`config.mk`:
```
export PLATFORM = sky130hd
export DESIGN_NAME = spi_word_tx
export DESIGN_NICKNAME = d
export VERILOG_FILES = /design/src/rtl/spi_word_tx.sv
export SDC_FILE = /design/constraint.sdc
export NUM_CORES = 1
export LEC_CHECK = 0
export ABC_AREA = 0
export CELL_PAD_IN_SITES_DETAIL_PLACEMENT = 1
export CELL_PAD_IN_SITES_GLOBAL_PLACEMENT = 1
export CORE_MARGIN = 1.5
export CORE_UTILIZATION = 46
export DETAILED_ROUTE_END_ITERATION = 10
export GPL_TIMING_DRIVEN = 0
export PLACE_DENSITY = 0.83
export SKIP_LAST_GASP = 1
export SLEW_MARGIN = 20
export SYNTH_ARGS = -nofsm -noshare
export SYNTH_HDL_FRONTEND = slang
export SYNTH_SLANG_ARGS = --single-unit
```
`constraint.sdc`:
```
create_clock -name CLK100MHZ -period 5.3 [get_ports CLK100MHZ]
set_input_delay 0.53 -clock CLK100MHZ [delete_from_list [all_inputs] [get_ports CLK100MHZ]]
set_output_delay 0.53 -clock CLK100MHZ [all_outputs]
set_load 0.05 [all_outputs]
```
`src/rtl/spi_word_tx.sv`:
```
// Queues 64-bit words and serializes them into bytes for the SPI slave byte engine.
// Define SPI_WORD_TX_CHECKSUM_EN to append an XOR checksum byte after each word.
module spi_word_tx #(
  parameter int WORD_DEPTH = 2,
  parameter bit MSB_FIRST  = 1'b1,
  parameter int CNT_B      = 16
) (
  input  logic             CLK100MHZ,
  input  logic             ck_rst,
  input  logic             word_valid,
  input  logic [63:0]      word_data,
  output logic             word_ready,
  output logic             tran_dv,
  output logic [7:0]       tran_byte,
  input  logic             tran_ack,
  output logic             tran_interrupt,
  output logic             busy,
  output logic [CNT_B-1:0] words_sent
);
  localparam int PW = $clog2(WORD_DEPTH);
  localparam int CW = PW + 1;

`ifdef SPI_WORD_TX_CHECKSUM_EN
  typedef enum logic [2:0] {IDLE, LOAD, SEND, CHK, DONE} state_e;
`else
  typedef enum logic [2:0] {IDLE, LOAD, SEND, DONE} state_e;
`endif

  state_e            state_q, state_d;
  logic [63:0]       mem_q [WORD_DEPTH];
  logic [PW-1:0]     wr_ptr_q, wr_ptr_d, rd_ptr_q, rd_ptr_d;
  logic [CW-1:0]     count_q, count_d;
  logic [63:0]       shreg_q, shreg_d;
  logic [2:0]        idx_q, idx_d;
  logic              dv_q, dv_d, int_q, int_d;
  logic [7:0]        byte_q, byte_d;
  logic [CNT_B-1:0]  ws_q, ws_d;
  logic              push, pop, ack;
`ifdef SPI_WORD_TX_CHECKSUM_EN
  logic [7:0]        csum_q, csum_d;
`endif

  function automatic logic [7:0] head_byte(input logic [63:0] w);
    return MSB_FIRST ? w[63:56] : w[7:0];
  endfunction

  function automatic logic [63:0] shift_word(input logic [63:0] w);
    return MSB_FIRST ? (w << 8) : (w >> 8);
  endfunction

  assign word_ready     = (count_q < CW'(WORD_DEPTH));
  assign push           = word_valid && word_ready;
  assign ack            = tran_ack && dv_q;
  assign tran_dv        = dv_q;
  assign tran_byte      = byte_q;
  assign tran_interrupt = int_q;
  assign words_sent     = ws_q;
  assign busy           = (state_q != IDLE) || (count_q != '0);

  always_comb begin
    state_d = state_q;
    shreg_d = shreg_q;
    idx_d   = idx_q;
    dv_d    = dv_q;
    byte_d  = byte_q;
    int_d   = int_q;
    ws_d    = ws_q;
    pop     = 1'b0;
`ifdef SPI_WORD_TX_CHECKSUM_EN
    csum_d  = csum_q;
`endif
    unique case (state_q)
      IDLE: if (count_q != '0) begin
        pop     = 1'b1;
        shreg_d = mem_q[rd_ptr_q];
        idx_d   = 3'd0;
`ifdef SPI_WORD_TX_CHECKSUM_EN
        csum_d  = 8'h00;
`endif
        state_d = LOAD;
      end
      LOAD: begin
        byte_d  = head_byte(shreg_q);
        dv_d    = 1'b1;
        int_d   = 1'b1;
        state_d = SEND;
      end
      SEND: if (ack) begin
`ifdef SPI_WORD_TX_CHECKSUM_EN
        csum_d = csum_q ^ byte_q;
`endif
        if (idx_q != 3'd7) begin
          // Next byte is registered straight from the shifted word, so tran_dv never dips.
          shreg_d = shift_word(shreg_q);
          byte_d  = head_byte(shift_word(shreg_q));
          idx_d   = idx_q + 3'd1;
        end else begin
`ifdef SPI_WORD_TX_CHECKSUM_EN
          byte_d  = csum_q ^ byte_q;
          state_d = CHK;
`else
          dv_d    = 1'b0;
          int_d   = 1'b0;
          state_d = DONE;
`endif
        end
      end
`ifdef SPI_WORD_TX_CHECKSUM_EN
      CHK: if (ack) begin
        dv_d    = 1'b0;
        int_d   = 1'b0;
        state_d = DONE;
      end
`endif
      DONE: begin
        int_d   = 1'b0;
        ws_d    = ws_q + CNT_B'(1);
        state_d = IDLE;
      end
      default: state_d = IDLE;
    endcase
  end

  always_comb begin
    wr_ptr_d = push ? wr_ptr_q + PW'(1) : wr_ptr_q;
    rd_ptr_d = pop  ? rd_ptr_q + PW'(1) : rd_ptr_q;
    count_d  = count_q;
    unique case ({push, pop})
      2'b10:   count_d = count_q + CW'(1);
      2'b01:   count_d = count_q - CW'(1);
      default: count_d = count_q;
    endcase
  end

  always_ff @(posedge CLK100MHZ) begin
    if (push) mem_q[wr_ptr_q] <= word_data;
  end

  always_ff @(posedge CLK100MHZ) begin
    if (ck_rst) begin
      state_q  <= IDLE;
      wr_ptr_q <= '0;
      rd_ptr_q <= '0;
      count_q  <= '0;
      shreg_q  <= '0;
      idx_q    <= '0;
      dv_q     <= 1'b0;
      byte_q   <= '0;
      int_q    <= 1'b0;
      ws_q     <= '0;
`ifdef SPI_WORD_TX_CHECKSUM_EN
      csum_q   <= '0;
`endif
    end else begin
      state_q  <= state_d;
      wr_ptr_q <= wr_ptr_d;
      rd_ptr_q <= rd_ptr_d;
      count_q  <= count_d;
      shreg_q  <= shreg_d;
      idx_q    <= idx_d;
      dv_q     <= dv_d;
      byte_q   <= byte_d;
      int_q    <= int_d;
      ws_q     <= ws_d;
`ifdef SPI_WORD_TX_CHECKSUM_EN
      csum_q   <= csum_d;
`endif
    end
  end
endmodule

```
* Word-level counts from Yosys, hierarchy flattened
Memories as Yosys holds them, arrays and structs flattened. A register that Yosys moved wholly into a read port is not among the register bits. Cells that the tools add are included. Widths: inputs -> output; s select.
Word-level totals: flip-flop bits (word level) 100, RAM bits 128, output and inout bits 28, word-level logic and storage cells 69, memories 1
Memory list:
- mem_q | words 2, bits a word 64, read ports 1, clocked after memory_dff 1, write ports 1, RTL line 30 | logic [63:0] mem_q [WORD_DEPTH];
Cells by class: $add $sub $neg 6, $lt $le $gt $ge 1, equal/unequal tests 10, mux-type cells 26, reduce and logical (&&, ||, !) cells 15
Operators with widths (count):
- $mux 64 | 3
- $pmux 64 s2 | 1
- $mux 3 | 6
- $add 16x1->16 const B | 1
- $mux 8 | 2
- $pmux 8 s2 | 1
- $reduce_and 3->1 | 4
- $pmux 3 s3 | 1
- $mux 1 | 8
- $ne 2x2->1 const B | 4
- $reduce_bool 2->1 | 4
- $eq 3x2->1 const B | 2
- $pmux 3 s2 | 1
- $reduce_bool 3->1 | 2
- $pmux 2 s2 | 1
- $reduce_and 4->1 | 1
- $add 3x1->3 const B | 1
- $eq 3x1->1 const B | 1
- $logic_not 3->1 | 1
- $ne 3x3->1 const B | 1
- $pmux 1 s3 | 1
- $add 1x1->1 const B | 2
- $add 2x1->2 const B | 1
- $eq 2x1->1 const B | 1
- other kinds (6) | 7

* Longest topological paths before layout
Gate-level depths: netlist of run 1.
depth after elaboration 5, mapped depth 8, mapped depth without buffers 7

* Worst setup path after synthesis of run 1
OpenSTA, ideal clock, no wires.
path type input to register, start point in word_valid, end point mem mem_q[0][0] (enable), library setup time 486 ps, arrival 3309 ps, path slack 1504 ps, cell stages on the path 2, buffers on the path 0, cell sequence nand2b_1 nor2_1
Between the ends: longest elaborated chain between the ends 3
RTL lines:
- start: declaration | RTL line 10 | input logic word_valid,
- $logic_and 1x1->1 | RTL line 52 | assign push = word_valid && word_ready;
- $mux 1 | RTL line 136 | if (push) mem_q[wr_ptr_q] <= word_data;
- $mux 1 (implied by the code) | RTL line 136
- end: declaration | RTL line 30
No other way between the ends.

* Worst setup path after layout of run 1
start point reg state_q[0], end point out busy
Between the ends: longest elaborated chain between the ends 2
RTL lines:
- start: declaration | RTL line 29 | state_e state_q, state_d;
- start signal: assignment | RTL line 155 | state_q <= state_d;
- $reduce_bool 3->1 | RTL line 58 | assign busy = (state_q != IDLE) || (count_q != '0);
- $logic_or 1x1->1 | RTL line 58
- end: declaration | RTL line 17 | output logic busy,
No other way between the ends.

==> results of run 1 <==
-- through the flow --
stage                     power [W]  setup WS, ps  std cells  area, um^2  hold slack (ps)
after floorplan            0.003806          1504        743        9559            432.9
after global placement     0.004276        -514.2       1108       10850            441.6
after detailed placement   0.004359          2843       1111       10920            448.5
after CTS                  0.005986          2290       1155       11670            457.0
after global routing       0.006205          2201       1155       11670            477.0
final                      0.005936          2303       1155       11670            454.1
-- per-layer routing --
| metal | up-vias | track usage [%] |
|---|---|---|
| li1 | 2957 | - |
| met1 | 3106 | 26.50 |
| met2 | 117 | 39.58 |
| met3 | 37 | 2.578 |
| met4 | 0 | 5.600 |
| met5 | - | 0 |
-- synthesized netlist by cell type, types with 2 or more instances --
| master | count |
|---|---|
| sky130_fd_sc_hd__edfxtp_1 | 128 |
| sky130_fd_sc_hd__dfxtp_1 | 100 |
| sky130_fd_sc_hd__nand2_1 | 83 |
| sky130_fd_sc_hd__mux2i_1 | 76 |
| sky130_fd_sc_hd__mux2_2 | 67 |
| sky130_fd_sc_hd__nand2b_1 | 58 |
| sky130_fd_sc_hd__o211ai_1 | 56 |
| sky130_fd_sc_hd__clkbuf_1 | 25 |
| sky130_fd_sc_hd__nor2_1 | 18 |
| sky130_fd_sc_hd__buf_2 | 15 |
| sky130_fd_sc_hd__a21oi_1 | 10 |
| sky130_fd_sc_hd__ha_1 | 10 |
| sky130_fd_sc_hd__a211oi_1 | 8 |
| sky130_fd_sc_hd__nand3_1 | 8 |
| sky130_fd_sc_hd__nor3_1 | 8 |
| sky130_fd_sc_hd__buf_6 | 6 |
| sky130_fd_sc_hd__inv_1 | 6 |
| sky130_fd_sc_hd__nor2b_1 | 5 |
| sky130_fd_sc_hd__or3_1 | 5 |
| sky130_fd_sc_hd__xor2_1 | 5 |
| sky130_fd_sc_hd__nand4_1 | 4 |
| sky130_fd_sc_hd__nor4_1 | 4 |
| sky130_fd_sc_hd__o21ai_0 | 4 |
| sky130_fd_sc_hd__o31ai_1 | 4 |
| sky130_fd_sc_hd__or4_1 | 4 |
| sky130_fd_sc_hd__buf_4 | 3 |
| sky130_fd_sc_hd__xnor2_1 | 3 |
| sky130_fd_sc_hd__a21o_1 | 2 |
| sky130_fd_sc_hd__a31oi_1 | 2 |
| sky130_fd_sc_hd__and4b_1 | 2 |
-- flip-flops by register name, indices dropped and copies added (netlist names), named ones only --
register and flops:
mem_q 128, shreg_q 64, words_sent 16, tran_byte 8, idx_q 3, count_q 2, state_q 2, rd_ptr_q 1
tran_dv 1, tran_interrupt 1, wr_ptr_q 1
-- cells in the final DEF, fill, tap and decap left out, types with 2 or more instances in the layout --
master and instances:
sky130_fd_sc_hd__or3_1 5, sky130_fd_sc_hd__nor3_1 8, sky130_fd_sc_hd__or4_1 4, sky130_fd_sc_hd__and4b_1 2
sky130_fd_sc_hd__buf_2 15, sky130_fd_sc_hd__clkbuf_1 35, sky130_fd_sc_hd__clkinv_1 3, sky130_fd_sc_hd__mux2i_1 76
sky130_fd_sc_hd__nand3_1 8, sky130_fd_sc_hd__o21ai_0 4, sky130_fd_sc_hd__nand4_1 4, sky130_fd_sc_hd__a31oi_1 2
sky130_fd_sc_hd__buf_4 3, sky130_fd_sc_hd__clkbuf_16 25, sky130_fd_sc_hd__nor2_1 17, sky130_fd_sc_hd__ha_1 10
sky130_fd_sc_hd__xnor2_1 3, sky130_fd_sc_hd__a21oi_1 10, sky130_fd_sc_hd__nand2b_1 58, sky130_fd_sc_hd__buf_12 3
sky130_fd_sc_hd__a21o_1 2, sky130_fd_sc_hd__xor2_1 5, sky130_fd_sc_hd__nand2_1 83, sky130_fd_sc_hd__dfxtp_1 100
sky130_fd_sc_hd__nor4_1 4, sky130_fd_sc_hd__clkdlybuf4s50_1 95, sky130_fd_sc_hd__buf_6 6, sky130_fd_sc_hd__o211ai_1 56
sky130_fd_sc_hd__clkbuf_8 5, sky130_fd_sc_hd__o31ai_1 4, sky130_fd_sc_hd__inv_1 6, sky130_fd_sc_hd__nor2b_1 5
sky130_fd_sc_hd__a211oi_1 8, sky130_fd_sc_hd__mux2_2 67, sky130_fd_sc_hd__edfxtp_1 128
-- power by group --
part / internal (W) / total, W / switching, W
clock network: 0.000935 / 0.00161 / 0.000672
registers: 0.00225 / 0.00240 / 0.000155
logic: 0.000870 / 0.00193 / 0.00106
-- worst max-delay path, cell delays in order, from the launching register on --
cell and delay [ps]:
sky130_fd_sc_hd__dfxtp_1 360, sky130_fd_sc_hd__inv_1 110, sky130_fd_sc_hd__ha_1 220, sky130_fd_sc_hd__nor3b_2 380
sky130_fd_sc_hd__inv_1 150, sky130_fd_sc_hd__clkdlybuf4s50_1 730
-- logic make-up (layout without fill, tap and decap cells) --
group                    after synthesis  count (layout)  synth area share (%)
adder cells (fa/ha/maj)               10              10                 1.309
buffers and inverters                 57             199                 3.023
XOR/XNOR                               8               8                0.7330
AND/OR/NAND/NOR                      207             207                 11.19
multiplexers                         144             144                 15.97
AO/OA/AOI/OAI                         89              89                 6.623
flip-flops                           228             228                 61.15
-- layout make-up --
cell class / instances / share of cell area [%]
multi-input cells: 458 / 29.46
plain buffers: 50 / 2.252
clock inverters: 4 / 0.1394
repair buffers: 98 / 8.664
clock buffers: 40 / 6.273
flip-flops and latches: 228 / 50.10
well taps: 270 / 2.895
inverters: 7 / 0.2252
-- final timing paths --
kind / slack, ps / startpoint / endpoint
min: 450 / shreg_q[39] / shreg_q[39]
min reg2reg: 450 / shreg_q[39] / shreg_q[39]
max: 2300 / state_q[0] / busy
max reg2reg: 3090 / state_q[0] / shreg_q[0]
==> Flow_metrics.wiki, run 1 <==
{| class="wikitable"
! Metric !! Value
|-
| Result of the run || finished clean
|-
| Synthesized instance count || approximately 740
|-
| Period Utilization, post-route || between 50% and 60%
|-
| Area of the multi-input gates || roughly 0.0034 mm^2
|-
| Router iterations before antenna repair || 4
|-
| CTS Hold Bufs || 0
|-
| Overall Global Routing Usage || between 20% and 30%
|-
| Post CTS Setup Buffer Count || 0
|-
| Logic depth of the worst register-to-register path || 7
|-
| Top cell type by total area after synthesis || sky130_fd_sc_hd__edfxtp_1
|-
| Kind of launch point of the worst setup path || flip-flop
|-
| Amount of wire on met3 after detailed routing || around 610 um
|-
| Post-layout utilization of the core || between 50 and 60%
|-
| Post-layout min period || 2997 ps
|-
| Clock transition at the register clock pins on the worst setup and hold paths after CTS || ~60 ps
|-
| Via count of the first global-routing pass || between 6k and 7k
|-
| Post-route antenna net violation count || 0
|-
| Fill cell instance count of the final layout || 2,019
|-
| Hold depth || 2
|-
| Core footprint || a little over 0.02 mm^2
|-
| Antenna violations before repair || 0
|-
| Relative slew slack || a little over half
|-
| Max cap viols || 0
|-
| Clock insertion delay at the later pin of the skew report || roughly 520 ps
|-
| Detailed-route via count || 6,217
|-
| Fraction of the yosys area taken by sequential cells || 61.15%
|-
| Growth of design area from synthesis to finish || 22.07%
|-
| Residual overflow from global routing || 0
|-
| Number of nets in the layout || approximately 950
|-
| Die Span Y || roughly 150 um
|-
| H-tree levels || 1
|-
| Mapped Avg Cell Area || between 10 and 15 um^2
|-
| Power density of the placed cells || a little over 500 mW/mm^2
|-
| Number of flip-flops and latches in the synthesized netlist || about 230
|-
| Maximum number of pins on one net before global-route repair || 37
|-
| Overall die area || roughly 0.022 mm^2
|-
| Clk sinks || 228
|-
| Clk root buf || sky130_fd_sc_hd__clkbuf_16
|-
| RSZ-0062 raised after global routing || false
|-
| Number of different library cells in the post-synthesis netlist || 44
|-
| Diodes inserted || 0
|-
| Element type at the critical path end || primary output
|-
| Count of buffers inserted at the top-level ports || between 90 and 100
|-
| CP max FO || 5
|-
| Total Neg Setup Slack || 0 ps
|-
| Total number of placement rows || 52
|-
| Final-report setup violation count || 0
|-
| Top routing layer in use || met4
|-
| Leakage power summed over all cells || between 4 and 5 nW
|-
| Synth Cell Area || about 0.0096 mm^2
|-
| Initial core utilization || 47.09%
|-
| Pins over their slew limit || 0
|-
| Number of synthesized flops with an enable pin || 128
|-
| Top flip-flop cell by instance count after synthesis || sky130_fd_sc_hd__edfxtp_1
|-
| Area fraction of the dominant cell type after synthesis || about two fifths
|-
| Data arrival, critical path || approximately 2500 ps
|-
| Fraction of final layout cells sized beyond drive strength 1 || ~15%
|-
| Worst EP required || approximately 4800 ps
|-
| Maximum operating frequency || around 330 MHz
|-
| Tightest Hold Check Type || reg2reg
|-
| Main area contributors after synthesis || sky130_fd_sc_hd__edfxtp_1 (40%), sky130_fd_sc_hd__dfxtp_1 (21%), sky130_fd_sc_hd__mux2i_1 (8.0%)
|-
| Routed wirelength normalized by instance count || around 20 um
|-
| TritonCTS Buffers || 24
|-
| Final Hold Violating Endpoints || 0
|-
| Post-synthesis net count || around 820
|-
| RD Place Congestion || 0.7790
|-
| Area occupied by registers || ~0.0058 mm^2
|-
| Half-perimeter wire length after placement || 15,580 um
|-
| Die width || 147.2 um
|-
| Metal2 WL || 11,890 um
|-
| CTS tree || done
|-
| DRC violation total after the first TritonRoute iteration || approximately 240
|-
| Final wirelength || 22,690 um
|-
| Final clock skew || about 12 ps
|-
| Number of remaining DRC errors || 0
|-
| WL met1 || between 9000 and 10,000 um
|-
| Worst-margin pin slew || approximately 710 ps
|-
| Largest buffer count on any clock path || 3
|-
| Number of vias per cell after detailed routing || approximately 5.4
|-
| First-pass GRT wire length || approximately 37,000 um
|-
| Yosys warning count || 0
|-
| # resized after CTS || 0
|-
| VDD IR max || 0.3584 mV
|-
| Proportion of synthesized flip-flops having asynchronous set or reset || 0%
|-
| Critical path class || reg2out
|-
| I/O Pins || 96
|}
Note: power is estimated with default switching activity, not from simulation.
==> run 2: changes to the inputs <==
==> constraint.sdc (replaced) <==
create_clock -name CLK100MHZ -period 2.8 [get_ports CLK100MHZ]
set_input_delay 0.28 -clock CLK100MHZ [delete_from_list [all_inputs] [get_ports CLK100MHZ]]
set_output_delay 0.28 -clock CLK100MHZ [all_outputs]
set_load 0.05 [all_outputs]
==> Flow_metrics.wiki, run 2 (synthesis gave the netlist of run 1 again) <==
{| class="wikitable"
! Metric !! Value
|-
| Clk sinks || 228 (unchanged)
|-
| Growth of design area from synthesis to finish || 22.17% (was 22.07%)
|-
| Fill cell instance count of the final layout || 2,043 (was 2,019)
|-
| # resized after CTS || 0 (unchanged)
|-
| Data arrival, critical path || 2070 ps (was 2470 ps)
|-
| RSZ-0062 raised after global routing || false (unchanged)
|-
| Final std cells w/o fill || 1,156 (was 1,155)
|-
| Logic depth of the worst register-to-register path || 7 (unchanged)
|-
| Element type at the critical path end || primary output (unchanged)
|-
| Flip-flop count of the largest register, all copies and words added || 128 (unchanged)
|-
| Number of remaining DRC errors || 0 (unchanged)
|-
| Count of buffers inserted at the top-level ports || 95 (unchanged)
|-
| CP endpoint || busy (unchanged)
|-
| Initial core utilization || 47.09% (unchanged)
|-
| Worst EP required || 2520 ps (was 4770 ps)
|-
| Final clock skew || 16.72 ps (was 11.82 ps)
|-
| Kind of launch point of the worst setup path || flip-flop (unchanged)
|-
| Total Neg Setup Slack || 0 ps (unchanged)
|-
| RD Place Congestion || 0.7862 (was 0.7790)
|-
| Final wirelength || 21,920 um (was 22,690 um)
|-
| Series of cell instances along the critical path || inv_1 -> ha_1 -> nor3b_2 -> inv_1 -> dlymetal6s2s_1 (was inv_1 -> ha_1 -> nor3b_2 -> inv_1 -> clkdlybuf4s50_1)
|-
| Die width || 147.2 um (unchanged)
|-
| Relative slew slack || 51.44% (was 52.68%)
|-
| H-tree levels || 1 (unchanged)
|-
| Delay contributed by the slowest stage of the critical path || 370 ps (was 730 ps)
|-
| Overall die area || 0.02165 mm^2 (unchanged)
|-
| Post-layout min period || about 2300 ps
|-
| CTS Hold Bufs || 0 (unchanged)
|-
| Tightest Hold Check Type || in2reg (was reg2reg)
|-
| Placed cells || 1,111 (unchanged)
|-
| Leakage power summed over all cells || 4.194 nW (was 4.183 nW)
|-
| Slowest stage cell on the critical path || sky130_fd_sc_hd__nor3b_2 (was sky130_fd_sc_hd__clkdlybuf4s50_1)
|-
| Clock transition at the register clock pins on the worst setup and hold paths after CTS || 60 ps (about the same)
|-
| Clk root buf || sky130_fd_sc_hd__clkbuf_16 (unchanged)
|-
| Max cap viols || 0 (unchanged)
|-
| R2R Setup Slk || 610 ps (was 3090 ps)
|-
| Via count of the first global-routing pass || 6,683 (was 6,938)
|-
| VDD IR max || 0.5481 mV (was 0.3584 mV)
|-
| Result of the run || finished clean (unchanged)
|-
| First-pass GRT wire length || 35,600 um (was 36,920 um)
|-
| FF-to-FF Start || state_q[0] (unchanged)
|-
| Number of vias per cell after detailed routing || 5.366 (was 5.383)
|-
| Total number of placement rows || 52 (unchanged)
|-
| Cell type with the highest occurrence count on the critical path || sky130_fd_sc_hd__inv_1 (unchanged)
|-
| Final-report setup violation count || 0 (unchanged)
|-
| Routed wirelength normalized by instance count || 18.96 um (was 19.65 um)
|-
| Diodes inserted || 0 (unchanged)
|-
| Antenna violations before repair || 0 (unchanged)
|-
| Period Utilization, post-route || between 80% and 90%
|-
| Maximum operating frequency || approximately 430 MHz
|-
| Power density of the placed cells || 960.6 mW/mm^2 (was 508.7 mW/mm^2)
|-
| I/O Pins || 96 (unchanged)
|-
| Combined buffer and inverter count along the critical path || 3 (unchanged)
|-
| Die Span Y || 147.2 um (unchanged)
|-
| Post-route antenna net violation count || 0 (unchanged)
|-
| TritonCTS Buffers || 25 (was 24)
|-
| Number of nets in the layout || 946 (was 945)
|-
| Critical R2R Capture || shreg_q[2] (was shreg_q[0])
|-
| Post CTS Setup Buffer Count || 0 (unchanged)
|-
| Startpoint of the most critical setup path || state_q[0] (unchanged)
|-
| Commonest non-fill, non-tap cell in the layout || sky130_fd_sc_hd__edfxtp_1 (unchanged)
|-
| Detailed-route via count || 6,203 (was 6,217)
|-
| Router iterations before antenna repair || 4 (unchanged)
|-
| Pins over their slew limit || 0 (unchanged)
|-
| Maximum number of pins on one net before global-route repair || 36 (was 37)
|-
| Largest buffer count on any clock path || 3 (unchanged)
|-
| Core footprint || 0.02030 mm^2 (unchanged)
|-
| DRC violation total after the first TritonRoute iteration || 255 (was 235)
|-
| Overall Global Routing Usage || 20.63% (was 21.46%)
|-
| Residual overflow from global routing || 0 (unchanged)
|-
| Cell depth of the worst setup path || 5 (unchanged)
|-
| Highest-count cells in the layout ignoring fill and taps || sky130_fd_sc_hd__edfxtp_1 (128), sky130_fd_sc_hd__dfxtp_1 (100), sky130_fd_sc_hd__clkdlybuf4s50_1 (94), sky130_fd_sc_hd__nand2_1 (83), sky130_fd_sc_hd__mux2i_1 (76) (was sky130_fd_sc_hd__edfxtp_1 (128), sky130_fd_sc_hd__dfxtp_1 (100), sky130_fd_sc_hd__clkdlybuf4s50_1 (95), sky130_fd_sc_hd__nand2_1 (83), sky130_fd_sc_hd__mux2i_1 (76))
|-
| CP max FO || 5 (unchanged)
|-
| Worst slack on hold paths || 351.0 ps (was 454.1 ps)
|-
| Register with the most flip-flops || mem_q (unchanged)
|-
| Family of cells with the greatest summed delay on the critical path || buffers and inverters (unchanged)
|-
| Fraction of final layout cells sized beyond drive strength 1 || 15.12% (was 14.92%)
|-
| Clock insertion delay at the later pin of the skew report || 510 ps (was 520 ps)
|-
| Worst-margin pin slew || 725.7 ps (was 707.1 ps)
|-
| Half-perimeter wire length after placement || 15,030 um (was 15,580 um)
|-
| Critical path class || reg2out (unchanged)
|-
| CTS tree || done (unchanged)
|-
| Final Hold Violating Endpoints || 0 (unchanged)
|}
## run 2: cell count changes in the layout (fill, tap and decap cells not counted)
cell and delta:
sky130_fd_sc_hd__clkbuf_8 -3, sky130_fd_sc_hd__clkinv_2 +3, sky130_fd_sc_hd__bufinv_16 +1, sky130_fd_sc_hd__clkbuf_1 -1
sky130_fd_sc_hd__clkdlybuf4s50_1 -1, sky130_fd_sc_hd__clkinvlp_4 +1, sky130_fd_sc_hd__dlymetal6s2s_1 +1
## run 2: layout make-up
cell class / instances / area (um^2) / area share (%)
Sequential cell: 228 / 5846 / 50.05
Multi-Input combinational cell: 458 / 3437 / 29.43
Timing Repair Buffer: 98 / 1013 / 8.678
Tap cell: 270 / 337.8 / 2.893
Clock inverter: 9 / 68.82 / 0.5892
Clock buffer: 36 / 686.9 / 5.882
Inverter: 7 / 26.28 / 0.2250
Buffer: 50 / 262.8 / 2.250
## run 2: report_power, final
part	internal (W)	switching (W)	leakage (nW)
sequential	0.00426	0.000289	2.01
combinational	0.00164	0.00198	1.81
clock	0.00179	0.00126	0.368
total	0.00769	0.00353	4.19
## run 2: per-stage QoR
stage	utilization, %	area (um^2)	total power, W	setup WS (ps)
final	57.53	11680	0.01122	454.4
after global routing	57.53	11680	0.01175	311.5
after CTS	57.52	11680	0.01134	56.53
after detailed placement	53.80	10920	0.008235	609.3
after global placement	53.45	10850	0.008082	-1174
after floorplan	-	9562	0.007195	68.66
## run 2: how the worst min path moves through the flow
stage | start | endpoint | slack (ps) | depth (start not counted)
3_3_place_gp | shreg_q[37] | shreg_q[37] | 440 | 2
3_5_place_dp | shreg_q[32] | shreg_q[32] | 450 | 2
5_1_grt | word_data[45] | mem_q[1][45] | 340 | 1
2_1_floorplan | word_data[0] | mem_q[0][0] | 380 | 0
6_report | word_data[47] | mem_q[0][47] | 350 | 1
4_1_cts | word_data[45] | mem_q[1][45] | 330 | 1
## run 2: layer usage
metal  part of all wire, %  vias to the layer above  track usage [%]  wire [um]
met5                     0                        -                0          0
met4                   2.1                        0            4.900        470
li1                      -                     2956                -          -
met2                    51                      117            36.90      11240
met3                   3.1                       38            3.106        669
met1                    44                     3092            26.25       9546
